File: config.mk
export PLATFORM = sky130hd
export DESIGN_NAME = cpu_input_port_flat
export DESIGN_NICKNAME = d
export VERILOG_FILES = /design/src/rtl/cpu_input_port_if.sv /design/src/rtl/cpu_input_port.sv /design/src/flat_wrapper.sv
export SDC_FILE = /design/constraint.sdc
export NUM_CORES = 1
export LEC_CHECK = 0
export CAP_MARGIN = 15
export CORE_ASPECT_RATIO = 0.5
export CORE_MARGIN = 2
export CORE_UTILIZATION = 30
export CTS_BUF_LIST = sky130_fd_sc_hd__clkbuf_16
export CTS_CLUSTER_DIAMETER = 120
export CTS_CLUSTER_SIZE = 40
export DETAILED_ROUTE_END_ITERATION = 8
export GPL_TIMING_DRIVEN = 0
export RECOVER_POWER = 50
export SLEW_MARGIN = 30
export SYNTH_ARGS = -nofsm -noshare
export SYNTH_HDL_FRONTEND = slang
export SYNTH_SLANG_ARGS = --single-unit
File: constraint.sdc
create_clock -name clk -period 2.7 [get_ports clk]
set_input_delay 0.54 -clock clk [delete_from_list [all_inputs] [get_ports clk]]
set_output_delay 0.54 -clock clk [all_outputs]
set_load 0.01 [all_outputs]
File: src/rtl/cpu_input_port_if.sv
// Bundles the producer-side and CPU-side signals of the 4-bit input port.
// slave modport: the port itself. master modport: the producer and CPU driving it.
// drop_cnt exists only when CPU_INPUT_PORT_DROP_CNT_EN is defined.
interface cpu_input_port_if #(
    parameter int WIDTH = 4,
    parameter int DEPTH = 4
);
    localparam int CW = $clog2(DEPTH) + 1;

    logic [WIDTH-1:0] ext_data;
    logic             ext_stb;
    logic             rd_en;
    logic [WIDTH-1:0] rd_data;
    logic             empty;
    logic             full;
    logic [CW-1:0]    count;
    logic             ovf_flag;
    logic             ovf_clr;
`ifdef CPU_INPUT_PORT_DROP_CNT_EN
    logic [3:0]       drop_cnt;

    modport master (output ext_data, ext_stb, rd_en, ovf_clr,
                    input  rd_data, empty, full, count, ovf_flag, drop_cnt);
    modport slave  (input  ext_data, ext_stb, rd_en, ovf_clr,
                    output rd_data, empty, full, count, ovf_flag, drop_cnt);
`else
    modport master (output ext_data, ext_stb, rd_en, ovf_clr,
                    input  rd_data, empty, full, count, ovf_flag);
    modport slave  (input  ext_data, ext_stb, rd_en, ovf_clr,
                    output rd_data, empty, full, count, ovf_flag);
`endif
endinterface

File: src/rtl/cpu_input_port.sv
// Input port of the 4-bit CPU: synchronizes an async nibble+strobe, edge-detects, queues in a FIFO.
// Latency: strobe rise before edge E1 is written at edge E(SYNC_STAGES+1); rd_data is show-ahead.
// Backpressure: none toward the producer; a strobe into a full FIFO (no same-cycle pop) is dropped
// and sets sticky ovf_flag. Optional CPU_INPUT_PORT_DROP_CNT_EN adds a saturating 4-bit drop_cnt.
module cpu_input_port #(
    parameter int WIDTH       = 4,
    parameter int DEPTH       = 4,
    parameter int SYNC_STAGES = 2
) (
    input logic           clk,
    input logic           reset,
    cpu_input_port_if.slave port
);
    localparam int AW = $clog2(DEPTH);
    localparam int PW = AW + 1;

    logic [SYNC_STAGES-1:0] stb_sync_q, stb_sync_d;
    logic [WIDTH-1:0]       data_sync_q [SYNC_STAGES];
    logic [WIDTH-1:0]       data_sync_d [SYNC_STAGES];
    logic                   stb_prev_q, stb_prev_d;
    logic [PW-1:0]          wr_ptr_q, wr_ptr_d;
    logic [PW-1:0]          rd_ptr_q, rd_ptr_d;
    logic [WIDTH-1:0]       mem_q [DEPTH];
    logic [WIDTH-1:0]       mem_d [DEPTH];
    logic                   ovf_q, ovf_d;
`ifdef CPU_INPUT_PORT_DROP_CNT_EN
    logic [3:0]             drop_cnt_q, drop_cnt_d;
`endif

    logic empty, full, wr_evt, do_rd, do_wr, drop;

    // Shift the async strobe and data through the synchronizer chain; keep last synced strobe.
    always_comb begin
        stb_sync_d     = {stb_sync_q[SYNC_STAGES-2:0], port.ext_stb};
        data_sync_d[0] = port.ext_data;
        for (int i = 1; i < SYNC_STAGES; i++) begin
            data_sync_d[i] = data_sync_q[i-1];
        end
        stb_prev_d = stb_sync_q[SYNC_STAGES-1];
    end

    // Status from registered pointers, and the write/read/drop decisions for this cycle.
    always_comb begin
        empty  = (wr_ptr_q == rd_ptr_q);
        full   = (wr_ptr_q[AW] != rd_ptr_q[AW]) && (wr_ptr_q[AW-1:0] == rd_ptr_q[AW-1:0]);
        wr_evt = stb_sync_q[SYNC_STAGES-1] & ~stb_prev_q;
        // A pop on a full FIFO frees the slot the concurrent write needs.
        do_rd  = port.rd_en & ~empty;
        do_wr  = wr_evt & (~full | do_rd);
        drop   = wr_evt & full & ~do_rd;
    end

    // Next-state of storage, pointers and overflow reporting; a drop beats a same-cycle clear.
    always_comb begin
        mem_d    = mem_q;
        wr_ptr_d = wr_ptr_q;
        rd_ptr_d = rd_ptr_q;
        if (do_wr) begin
            mem_d[wr_ptr_q[AW-1:0]] = data_sync_q[SYNC_STAGES-1];
            wr_ptr_d                = wr_ptr_q + PW'(1);
        end
        if (do_rd) begin
            rd_ptr_d = rd_ptr_q + PW'(1);
        end
        ovf_d = ovf_q;
        if (drop) begin
            ovf_d = 1'b1;
        end else if (port.ovf_clr) begin
            ovf_d = 1'b0;
        end
`ifdef CPU_INPUT_PORT_DROP_CNT_EN
        drop_cnt_d = drop_cnt_q;
        if (port.ovf_clr) begin
            drop_cnt_d = drop ? 4'd1 : 4'd0;
        end else if (drop && drop_cnt_q != 4'hF) begin
            drop_cnt_d = drop_cnt_q + 4'd1;
        end
`endif
    end

    // All state registers; reset discards queued data immediately.
    always_ff @(posedge clk or posedge reset) begin
        if (reset) begin
            stb_sync_q <= '0;
            stb_prev_q <= 1'b0;
            wr_ptr_q   <= '0;
            rd_ptr_q   <= '0;
            ovf_q      <= 1'b0;
            for (int i = 0; i < SYNC_STAGES; i++) begin
                data_sync_q[i] <= '0;
            end
            for (int i = 0; i < DEPTH; i++) begin
                mem_q[i] <= '0;
            end
`ifdef CPU_INPUT_PORT_DROP_CNT_EN
            drop_cnt_q <= 4'd0;
`endif
        end else begin
            stb_sync_q  <= stb_sync_d;
            stb_prev_q  <= stb_prev_d;
            wr_ptr_q    <= wr_ptr_d;
            rd_ptr_q    <= rd_ptr_d;
            ovf_q       <= ovf_d;
            data_sync_q <= data_sync_d;
            mem_q       <= mem_d;
`ifdef CPU_INPUT_PORT_DROP_CNT_EN
            drop_cnt_q  <= drop_cnt_d;
`endif
        end
    end

    assign port.rd_data  = empty ? '0 : mem_q[rd_ptr_q[AW-1:0]];
    assign port.empty    = empty;
    assign port.full     = full;
    assign port.count    = wr_ptr_q - rd_ptr_q;
    assign port.ovf_flag = ovf_q;
`ifdef CPU_INPUT_PORT_DROP_CNT_EN
    assign port.drop_cnt = drop_cnt_q;
`endif
endmodule

File: src/flat_wrapper.sv
// flat-port wrapper written by rule: the top's interface ports become plain ports
module cpu_input_port_flat 
#(
    parameter int WIDTH       = 4,
    parameter int DEPTH       = 4,
    parameter int SYNC_STAGES = 2
)
  (clk, reset, port_ext_data, port_ext_stb, port_rd_en, port_ovf_clr, port_rd_data, port_empty, port_full, port_count, port_ovf_flag);
  cpu_input_port_if #(.WIDTH(WIDTH), .DEPTH(DEPTH)) port_i ();
  input logic clk;
  input logic reset;
  input wire logic [$bits(port_i.ext_data)-1:0] port_ext_data;
  input wire logic [$bits(port_i.ext_stb)-1:0] port_ext_stb;
  input wire logic [$bits(port_i.rd_en)-1:0] port_rd_en;
  input wire logic [$bits(port_i.ovf_clr)-1:0] port_ovf_clr;
  output wire logic [$bits(port_i.rd_data)-1:0] port_rd_data;
  output wire logic [$bits(port_i.empty)-1:0] port_empty;
  output wire logic [$bits(port_i.full)-1:0] port_full;
  output wire logic [$bits(port_i.count)-1:0] port_count;
  output wire logic [$bits(port_i.ovf_flag)-1:0] port_ovf_flag;
  assign port_i.ext_data = port_ext_data;
  assign port_i.ext_stb = port_ext_stb;
  assign port_i.rd_en = port_rd_en;
  assign port_i.ovf_clr = port_ovf_clr;
  assign port_rd_data = port_i.rd_data;
  assign port_empty = port_i.empty;
  assign port_full = port_i.full;
  assign port_count = port_i.count;
  assign port_ovf_flag = port_i.ovf_flag;
  cpu_input_port #(.WIDTH(WIDTH), .DEPTH(DEPTH), .SYNC_STAGES(SYNC_STAGES)) u_core (.clk(clk), .reset(reset), .port(port_i));
endmodule
==> metrics.md <==
| Metric | Value |
|---|---|
| Worst Tran Pin Value | ~1.3 ns |
| Synthesis-to-layout area growth | 26.8% |
| Net Switching | 844 uW |
| Worst slack, placed | 0.113 ns |
| Initial Util | 0.311 |
| Global-route wire length before repair | 4.30 mm |
| Top cells by area, synth | dfrtp_1 (56%), mux2_4 (7.9%), mux2_2 (7.4%), mux4_2 (5.9%), ha_1 (5.7%) |
| CP Capture Type | output pin |
| Final hold vios | 0 |
| Die width | ~100 um |
| Synth Area in Compound Gates | 0.0581 |
| Diode count | 0 |
| Largest family of logic cells by synthesized area | multiplexers |
| Yosys top cell by area | dfrtp_1 |
| Nets | ~140 |
| Logic pwr share | 0.475 |
| Starting DRT DRC Count | 26 |
| Post-synth cell types | 22 |
| Multiplexer share of the synthesized area | 0.211 |
| Total grt overflow | 0 |
| Startpoint types | flip-flop |
| CTS tree | done |
| Lkg Pwr | between 0.0008 and 0.0009 uW |
| Syn Nets | 116 |
| Int Pwr | 1740 uW |
| Slew HR | 0.160 |
| Synthesized area per cell | 15.4 um2 |
| Peak fanout along the critical path | 4 |
| RePlAce Congestion | 0.773 |
| I/O pin cnt | 19 |
| Clock Latency Late Sink | 0.27 ns |
| Synth warnings | 0 |
| Die area | about 5700 um2 |
| DRT antenna net count | 0 |
| Hpwl dp | 1.73 mm |
| Clock skew | 0.00554 ns |
| Post-Synth Adder-Cell Area | 0.0704 |
| DR vias/cell | ~4.2 |
| Proportion of layout cells with a drive suffix above 1 | 0.301 |
| Reg power frac | 0.326 |
| # clock sinks | 34 |
| Crit-path cells | inv_1 -> ha_1 -> fa_1 -> xnor2_1 -> clkdlybuf4s50_1 |
| Final Max Slew Viols | 0 |
| Period utilisation layout | 0.967 |
| Routed WL per cell | 13.6 um |
| Final WS setup | 0.0884 ns |
| Core Box Area | 4910 um2 |
| Worst-path clk slew | 0.05 ns |
| Xor/xnor share of the synthesized area | 0.0393 |
| CTS Buf Count | 5 |
| Commonest cells in the netlist | dfrtp_1 (34), mux2_2 (10), mux2_4 (8), ha_1 (7), inv_1 (7) |
| Largest net degree at the start of global routing | 35 |
| All-Layer GR Usage | 0.104 |
| Slowest library cell on the worst path | clkdlybuf4s50_1 |
| Hold-fix buffers at CTS | 0 |
| WL final | 2.62 mm |
| PortBufs | 18 |
| Initial antenna violation count | 0 |
| Top_reg_cell synth | dfrtp_1 |
| Critical path class | reg -> out |
| Most common cell in the netlist | dfrtp_1 |
| TNS Setup | 0 ns |
| Slowest stage delay, CP | 0.57 ns |
| Worst vdd ir | 0.371 mV |
| Sequential share of the synthesized area | 0.556 |
| Via count | between 800 and 900 |
| Cells after synthesis | 99 |
| Synth Area in Simple Gates | 0.0450 |
| Clock root buffer | clkbuf_16 |
| Vias in the first global route | 789 |
| Number of synthesized flops with an enable pin | 0 |
| Setup violators final | 0 |
| Crit path time final | 2.61 ns |
| Maxcap violations | 0 |
| Seq cells post-synth | 34 |
| RSZ-0062 raised after global routing | no |
| Fillers | between 400 and 500 |
| Rows | 18 |
| Ys async rst share | 1.00 |
| Chip height | approximately 54 um |
| Critical Path AT | 2.07 ns |
| Pwr Density | between 1000 and 1500 nW/um2 |
| Switch share | 0.326 |
| Deepest level of the CTS H-tree | 2 |
| Clock share of power | 0.199 |
| # DRC | 0 |
| Hold Crit Class | reg -> reg |
| Clock Path Buffers | 2 |
| Mapped Area | 1530 um2 |
| Worst EP required | 2.16 ns |
| Top-area cell type share of the netlist area | 0.556 |
| Outcome | finished, final reports clean |
| DR pass1 iterations | 2 |
| Highest clock rate | between 300 and 400 MHz |
| Final core utilization | 0.395 |
==> power groups by stage <==
stage               Clock [uW]  Combinational [uW]  Sequential, uW
finish                     516                1230             843
global route               553                1350             870
CTS                        528                1230             841
detailed placement           0                1220             846
global placement             0                1200             839
floorplan                    0                 781             801
==> path summary, 6_finish.rpt <==
kind	start	end	slack [ns]	cells after the start
setup / recovery	u_core.wr_ptr_q[0]$_DFFE_PP0P_	port_count[2]	0.09	5
setup reg to reg	u_core.rd_ptr_q[1]$_DFFE_PP0P_	u_core.mem_q[10]$_DFFE_PP0P_	0.67	5
hold / removal	u_core.stb_sync_q[0]$_DFF_PP0_	u_core.stb_sync_q[1]$_DFF_PP0_	0.34	0
max in group asynchronous	reset	u_core.rd_ptr_q[1]$_DFFE_PP0P_	0.81	2
hold reg to reg	u_core.stb_sync_q[0]$_DFF_PP0_	u_core.stb_sync_q[1]$_DFF_PP0_	0.34	0
min in group asynchronous	reset	u_core.wr_ptr_q[1]$_DFFE_PP0P_	1.05	2
==> stage by stage <==
step	instance area, um2	instances	total power, uW	hold slack, ns
after floorplan	1530	99	1580	0.331
after global routing	1940	193	2770	0.355
after detailed placement	1800	187	2060	0.335
final	1940	193	2590	0.345
after CTS	1930	193	2600	0.346
after global placement	1800	187	2040	0.332
==> cells by family after synthesis <==
logic type               count (synthesis)
flip-flops                              34
buffers and inverters                    8
AO/OA/AOI/OAI                            8
XOR/XNOR                                 6
AND/OR/NAND/NOR                         13
adder cells (fa/ha/maj)                  8
multiplexers                            22
==> critical path, delay by kind of cell, from the launching register on <==
kind | cells | cell delay [ns]
fa+ha+maj | 2 | 0.58
xor+xnor | 1 | 0.17
buf+inv | 2 | 0.66
flops | 1 | 0.40
==> flip-flops by register name, summed over array words and instances (netlist names) <==
register              count
u_core.stb_sync_q         2
u_core.mem_q             16
u_core.wr_ptr_q           3
u_core.port.ovf_flag      1
u_core.data_sync_q        4
u_core.rd_ptr_q           3
u_core.data_sync_d        4
u_core.stb_prev_q         1
==> cells in the final DEF, fill, tap and decap left out, drive strengths merged, types with 4 or more instances in the layout <==
cell           count
nor2b              5
mux2              18
nor2               4
xnor2              4
dlygate4sd3        6
mux4               4
inv                7
ha                 7
dfrtp             34
clkdlybuf4s50     12
clkbuf             6
==> metal layers <==
metal	GRT usage	share of wire	wire, um	up-vias
li1	-	-	-	391
met1	0.134	0.52	1350	413
met2	0.159	0.43	1130	10
met3	0.0321	0.029	75	6
met4	0.0600	0.022	57	0
met5	0	0	0	-
==> timing repair <==
action / in CTS / in global routing
resized for setup: 3 / 3
buffers inserted: 0 / 0
endpoints found under the setup margin: 5 / 6
==> area by class of cell <==
class	count	area (um2)	area share
Buffer	1	5.00	0.00258
Clock buffer	5	125	0.0645
Clock inverter	1	3.75	0.00194
Inverter	7	26.3	0.0135
Multi-Input combinational cell	57	658	0.339
Sequential cell	34	853	0.440
Tap cell	70	87.6	0.0452
Timing Repair Buffer	18	180	0.0929
Note: power is estimated with default switching activity, not from simulation.
